--- src/rtl/sprite_motion_ctrl.sv ---
// sprite_motion_ctrl: per-frame position/velocity controller for one
// keyboard-driven sprite, with screen clamping and a timed dash/cooldown.
// The keycode sampled at a frame edge moves the sprite on that same edge.
//
// Optional build macro: SPRITE_MOTION_ACCEL_EN
//   defined   : walk velocity ramps toward the decoded target by ACCEL/frame
//   undefined : walk velocity equals the decoded target immediately
//
// state    | meaning
// ---------+-------------------------------------------------------------
// IDLE     | no applied velocity, waiting for a movement key
// WALK     | moving at the decoded (or ramped) walk velocity
// DASH     | latched velocity x DASH_MUL for DASH_FRAMES moves, keys ignored
// COOLDOWN | walking allowed, dash_req ignored until the counter expires

module sprite_motion_ctrl #(
    parameter int W               = 10,
    parameter int X_CENTER        = 320,
    parameter int Y_CENTER        = 450,
    parameter int X_MIN           = 0,
    parameter int X_MAX           = 639,
    parameter int Y_MIN           = 0,
    parameter int Y_MAX           = 479,
    parameter int SIZE            = 4,
    parameter int WALK_STEP       = 4,
    parameter int DIAG_STEP       = 3,
    parameter int DASH_MUL        = 4,
    parameter int DASH_FRAMES     = 8,
    parameter int COOLDOWN_FRAMES = 30,
    parameter int ACCEL           = 1
) (
    input  logic         frame_clk,
    input  logic         Reset,
    input  logic [7:0]   keycode,
    input  logic         dash_req,
    output logic [W-1:0] PosX,
    output logic [W-1:0] PosY,
    output logic [W-1:0] Size,
    output logic [1:0]   Dir,
    output logic [1:0]   State,
    output logic         Moving,
    output logic         BlockX,
    output logic         BlockY
);

    // Velocities and candidate positions are signed, two bits wider than a
    // position so that overshoot past either screen edge is representable.
    localparam int VW = W + 2;
    localparam int CW = W;

    localparam logic signed [VW-1:0] SZ  = VW'(SIZE);
    localparam logic signed [VW-1:0] XLO = VW'(X_MIN);
    localparam logic signed [VW-1:0] XHI = VW'(X_MAX);
    localparam logic signed [VW-1:0] YLO = VW'(Y_MIN);
    localparam logic signed [VW-1:0] YHI = VW'(Y_MAX);
    localparam logic signed [VW-1:0] DS  = VW'(DIAG_STEP);
    localparam logic signed [VW-1:0] WS  = VW'(WALK_STEP);
    localparam logic signed [VW-1:0] MUL = VW'(DASH_MUL);

    typedef enum logic [1:0] {
        S_IDLE = 2'd0,
        S_WALK = 2'd1,
        S_DASH = 2'd2,
        S_COOL = 2'd3
    } state_t;

    state_t state;

    logic signed [VW-1:0] tgt_vx, tgt_vy;
    logic signed [VW-1:0] walk_vx, walk_vy;
    logic signed [VW-1:0] dash_vx, dash_vy;
    logic signed [VW-1:0] app_vx, app_vy;
    logic signed [VW-1:0] next_x, next_y;
    logic signed [VW-1:0] clamp_x, clamp_y;
    logic                 blk_x, blk_y;
    logic [CW-1:0]        dash_cnt, cool_cnt;
    logic                 tgt_nz, walk_active, dash_start, leave_dash;

    // Keycode decode into the target walk velocity (y positive down).
    always_comb begin
        tgt_vx = '0;
        tgt_vy = '0;
        case (keycode)
            8'h01: begin tgt_vx =  DS; tgt_vy = -DS; end
            8'h02: begin tgt_vx = -DS; tgt_vy = -DS; end
            8'h03: begin tgt_vx =  DS; tgt_vy =  DS; end
            8'h04: begin tgt_vx = -DS; tgt_vy =  DS; end
            8'h05: begin tgt_vx = -WS; tgt_vy = '0;  end
            8'h07: begin tgt_vx =  WS; tgt_vy = '0;  end
            8'h16: begin tgt_vx = '0;  tgt_vy =  WS; end
            8'h1A: begin tgt_vx = '0;  tgt_vy = -WS; end
            default: begin tgt_vx = '0; tgt_vy = '0; end
        endcase
    end

`ifdef SPRITE_MOTION_ACCEL_EN
    localparam logic signed [VW-1:0] ACC = VW'(ACCEL);

    logic signed [VW-1:0] vel_x, vel_y;

    function automatic logic signed [VW-1:0] ramp(input logic signed [VW-1:0] cur,
                                                  input logic signed [VW-1:0] tgt);
        if (tgt > cur + ACC)
            return cur + ACC;
        else if (tgt < cur - ACC)
            return cur - ACC;
        else
            return tgt;
    endfunction

    assign walk_vx = ramp(vel_x, tgt_vx);
    assign walk_vy = ramp(vel_y, tgt_vy);

    // Walk velocity memory; during a dash it follows the target so the ramp
    // picks up from the walk target when the dash ends.
    always_ff @(posedge frame_clk) begin
        if (Reset) begin
            vel_x <= '0;
            vel_y <= '0;
        end else if (state == S_DASH || dash_start) begin
            vel_x <= tgt_vx;
            vel_y <= tgt_vy;
        end else begin
            vel_x <= walk_vx;
            vel_y <= walk_vy;
        end
    end
`else
    assign walk_vx = tgt_vx;
    assign walk_vy = tgt_vy;
`endif

    assign tgt_nz      = (tgt_vx != '0) || (tgt_vy != '0);
    assign walk_active = tgt_nz || (walk_vx != '0) || (walk_vy != '0);
    assign dash_start  = (state == S_IDLE || state == S_WALK) && dash_req && tgt_nz;
    assign leave_dash  = (state == S_DASH && dash_cnt <= CW'(1)) ||
                         (dash_start && DASH_FRAMES <= 1);

    // Applied velocity: latched dash, fresh dash on the entry frame, else walk.
    always_comb begin
        app_vx = walk_vx;
        app_vy = walk_vy;
        if (state == S_DASH) begin
            app_vx = dash_vx;
            app_vy = dash_vy;
        end else if (dash_start) begin
            app_vx = tgt_vx * MUL;
            app_vy = tgt_vy * MUL;
        end
    end

    // Candidate position and independent per-axis clamping.
    always_comb begin
        next_x  = $signed({2'b00, PosX}) + app_vx;
        next_y  = $signed({2'b00, PosY}) + app_vy;
        clamp_x = next_x;
        clamp_y = next_y;
        blk_x   = 1'b0;
        blk_y   = 1'b0;
        if (next_x - SZ < XLO) begin
            clamp_x = XLO + SZ;
            blk_x   = 1'b1;
        end else if (next_x + SZ > XHI) begin
            clamp_x = XHI - SZ;
            blk_x   = 1'b1;
        end
        if (next_y - SZ < YLO) begin
            clamp_y = YLO + SZ;
            blk_y   = 1'b1;
        end else if (next_y + SZ > YHI) begin
            clamp_y = YHI - SZ;
            blk_y   = 1'b1;
        end
    end

    // Main FSM with registered position, facing and status outputs.
    always_ff @(posedge frame_clk) begin
        if (Reset) begin
            state    <= S_IDLE;
            PosX     <= W'(X_CENTER);
            PosY     <= W'(Y_CENTER);
            Dir      <= 2'd0;
            Moving   <= 1'b0;
            BlockX   <= 1'b0;
            BlockY   <= 1'b0;
            dash_vx  <= '0;
            dash_vy  <= '0;
            dash_cnt <= '0;
            cool_cnt <= '0;
        end else begin
            PosX   <= W'(clamp_x);
            PosY   <= W'(clamp_y);
            BlockX <= blk_x;
            BlockY <= blk_y;
            Moving <= (app_vx != '0) || (app_vy != '0);

            // Horizontal component decides facing on diagonals.
            if (app_vx != '0)
                Dir <= app_vx[VW-1] ? 2'd1 : 2'd0;
            else if (app_vy != '0)
                Dir <= app_vy[VW-1] ? 2'd2 : 2'd3;

            case (state)
                S_IDLE, S_WALK: begin
                    if (dash_start) begin
                        dash_vx  <= tgt_vx * MUL;
                        dash_vy  <= tgt_vy * MUL;
                        dash_cnt <= CW'(DASH_FRAMES - 1);
                        state    <= S_DASH;
                    end else begin
                        state <= walk_active ? S_WALK : S_IDLE;
                    end
                end
                S_DASH: begin
                    if (!leave_dash)
                        dash_cnt <= dash_cnt - CW'(1);
                end
                S_COOL: begin
                    if (cool_cnt == '0)
                        state <= walk_active ? S_WALK : S_IDLE;
                    else
                        cool_cnt <= cool_cnt - CW'(1);
                end
                default: state <= S_IDLE;
            endcase

            // Dash end overrides the case above; a zero cooldown skips COOLDOWN.
            if (leave_dash) begin
                dash_cnt <= '0;
                if (COOLDOWN_FRAMES > 0) begin
                    state    <= S_COOL;
                    cool_cnt <= CW'(COOLDOWN_FRAMES - 1);
                end else begin
                    state <= walk_active ? S_WALK : S_IDLE;
                end
            end
        end
    end

    assign State = state;
    assign Size  = W'(SIZE);

endmodule

--- config.mk ---
export PLATFORM = sky130hd
export DESIGN_NAME = sprite_motion_ctrl
export DESIGN_NICKNAME = d
export VERILOG_FILES = /design/src/rtl/sprite_motion_ctrl.sv
export SDC_FILE = /design/constraint.sdc
export NUM_CORES = 1
export LEC_CHECK = 0
export BUFFER_PORTS_ARGS = -buffer_cell sky130_fd_sc_hd__buf_2
export CELL_PAD_IN_SITES_DETAIL_PLACEMENT = 1
export CELL_PAD_IN_SITES_GLOBAL_PLACEMENT = 1
export CORE_ASPECT_RATIO = 0.6
export CORE_MARGIN = 1.5
export CORE_UTILIZATION = 38
export CTS_BUF_LIST = sky130_fd_sc_hd__clkbuf_4
export DETAILED_ROUTE_END_ITERATION = 10
export PLACE_DENSITY = 0.77
export SYNTH_ARGS = -nofsm -noshare
export SYNTH_HDL_FRONTEND = slang
export SYNTH_SLANG_ARGS = --single-unit
--- constraint.sdc ---
create_clock -name frame_clk -period 15.1 [get_ports frame_clk]
set_input_delay 3.02 -clock frame_clk [delete_from_list [all_inputs] [get_ports frame_clk]]
set_output_delay 3.02 -clock frame_clk [all_outputs]
set_load 0.005 [all_outputs]
==> impl_metrics.ini <==
[clock_tree]
cts.path.max_buffers = 2
ctsResizeCount = 0
cts_buffers = 5
cts_setup_buffers = 0
clk_pin_slew_ps = 170
postCtsHoldBufs = 0
cts_max_level = 2
clock_sinks = 54
clkLatencyLatePin_ps = 410
cts-root-buf = clkbuf_4
cts_tree = built

[layout]
n_antenna_cell = 0
layout_common_cells = 54 x dfxtp_1, 45 x a21oi_1, 40 x nor2_1
multi_input_area_um2 = 2539
fin_nets = 546
drive_gt1_share_pct = 12.72
fillers = 1219
postLayoutCellArea_um2 = 4168
syn2layout_area_growth_pct = 9.428
seq_area_um2 = 1081
final_common_cell = dfxtp_1

[sta]
setup_ws_ps = 7261
hold_viol = 0
slew-limit-headroom_pct = 32.86
worstMarginPinSlew_ps = 981.7
finalSetupViolCount = 0
fin_skew_ps = 22.63
fmax_mhz = 127.6
drv_slew = 0
min_period_ps = 7839
rsz0062_at_grt = false
setup_tns_ps = 0
period_share_pct = 51.91
holdWs_ps = 473.5

[yosys]
yosysSeqAreaShare_pct = 28.38
synth-edff-count = 0
synthArstFlopShare_pct = 0
netlist_area_um2 = 3809
synth_ff_type = dfxtp_1
synth-seq-cells = 54
avgSynthCellArea_um2 = 8.104
yosysWarnings = 0
synth.distinct_cells = 75
syn_inst = 470

[critical_path]
max_stage_delay_ps = 560
cp_slowest_cell = or4b_1
cp-end-kind = flip-flop
path_class = primary input to flip-flop
required_ps = 15410
crit_fanout = 19
critPathArrivalTime_ps = 8150
crit_chain = buf_2, inv_1, ha_1, o41ai_1, o22ai_1, nand2_1, nand2_1, nor2_1, ha_1, inv_1, fa_1, nor2b_4, o31a_1, nor4_1, nor3_1, nand3_1, or4b_1, o21ba_2, o31a_1
worst_r2r_path_depth = 14
start_kind = primary input

[detailed_routing]
dr.pass1.iters = 4
route.antenna.remaining_nets = 0
wl_per_cell_um = 17.75
wl_um = 11330
drc = 0
via_per_inst = 5.765
initialDrtViolationCount = 239
routed-via-count = 3678

[die]
die_h_um = 80.55
die_area_um2 = 10650
coreArea_um2 = 9809
io_pins = 48
num_rows = 28
start_util_pct = 38.83
die_x_um = 132.2

[placement]
gp_congestion = 0.8594
hpwl_um = 8982
port-buffer-count = 37
place_ws_ps = 6870
placed_area_um2 = 4083

[worst_hold_path]
hold_depth = 2
min_path_type = flip-flop to flip-flop

[pwr]
power_density_nw_per_um2 = 71.27
p_leak_nw = 1.794
vdd_drop_max_mv = 0.02941
power.total_mw = 0.2970

[global_routing]
grt_max_degree = 24
grt_pass1_wl_um = 18550
antenna_found_initial = 0
grt_pass1_vias = 3593
track_usage_pct = 21.83
grt-ovfl-total = 0

[outcome]
outcome = completed

[run]
drv_cap = 0
==> cells by family after synthesis <==
logic type / Yosys count / share of synthesized area [%]
and+or+nand+nor: 170 / 23.26
muxes: 1 / 0.2956
adders and majority gates: 33 / 11.24
other: 2 / 0.1972
xor gates and xnor gates: 24 / 5.519
buffers and inverters: 48 / 5.749
AOI/OAI and AO/OA: 138 / 25.36
DFF: 54 / 28.38
==> state kept, by name, indices dropped and copies added, names as in the netlist <==
name      count
BlockX        1
BlockY        1
Dir           2
Moving        1
PosX         10
PosY         10
State         2
cool_cnt     10
dash_cnt     10
dash_vx       3
dash_vy       4
==> power by group <==
part	switching, mW	internal (mW)
Combinational	0.0331	0.0208
Sequential	0.00471	0.148
Clock	0.0541	0.0362
Total	0.0919	0.205
==> per-stage QoR <==
stage	instances	utilization [%]
finish	638	42.49
global route	638	42.49
CTS	638	42.49
detailed placement	630	41.62
global placement	630	41.62
floorplan	478	-
==> critical path, delay by kind of cell <==
| kind | cells | cell delay, ps |
|---|---|---|
| AOI/OAI and AO/OA | 5 | 1520 |
| adders and majority gates | 3 | 920 |
| buffers and inverters | 3 | 290 |
| and+or+nand+nor | 8 | 2370 |
==> synth_stat cells, types with 6 or more instances <==
cell / count / area share [%]
nor2_1: 40 / 3.9
a211oi_1: 9 / 1.8
inv_1: 26 / 2.6
and3_1: 6 / 0.99
ha_1: 31 / 10
nor4_1: 7 / 1.1
nand2_1: 39 / 3.8
clkbuf_1: 10 / 0.99
dfxtp_1: 54 / 28
o31a_1: 6 / 1.4
nor3_1: 19 / 2.5
nand3_1: 10 / 1.3
a21o_1: 7 / 1.4
xor2_1: 11 / 2.5
xnor2_1: 13 / 3.0
o21ai_0: 16 / 2.1
buf_4: 10 / 2.0
or3_1: 9 / 1.5
a21oi_1: 45 / 5.9
==> final cells by class <==
type                       instances  share of cell area (%)
clock buffer                       5                  0.9006
multi-input combinational        376                   60.91
inverter                          27                   2.432
sequential                        54                   25.94
timing repair buffer              38                   4.623
clock inverter                     3                   1.141
tap                              135                   4.053
==> path summary, 6_finish.rpt <==
kind	endpoint	slack, ps	start
setup / recovery	PosY[6]$_SDFF_PP1_	7260	keycode[0]
setup reg to reg	PosX[4]$_SDFF_PP0_	10190	State[1]$_SDFFE_PP0P_
hold / removal	dash_vx[10]$_SDFFE_PP0P_	470	dash_vx[10]$_SDFFE_PP0P_
hold reg to reg	dash_vx[10]$_SDFFE_PP0P_	470	dash_vx[10]$_SDFFE_PP0P_
==> routing by layer <==
metal  up-vias  routed length, um  part of all wire [%]  track usage (%)
li1       1762                  -                     -                -
met1      1816               6039                    53            32.06
met2        88               4622                    41            32.36
met3        12                544                   4.8            4.356
met4         0                121                   1.1            5.275
met5         -                  0                     0                0
(Power assumes the default switching activity.)
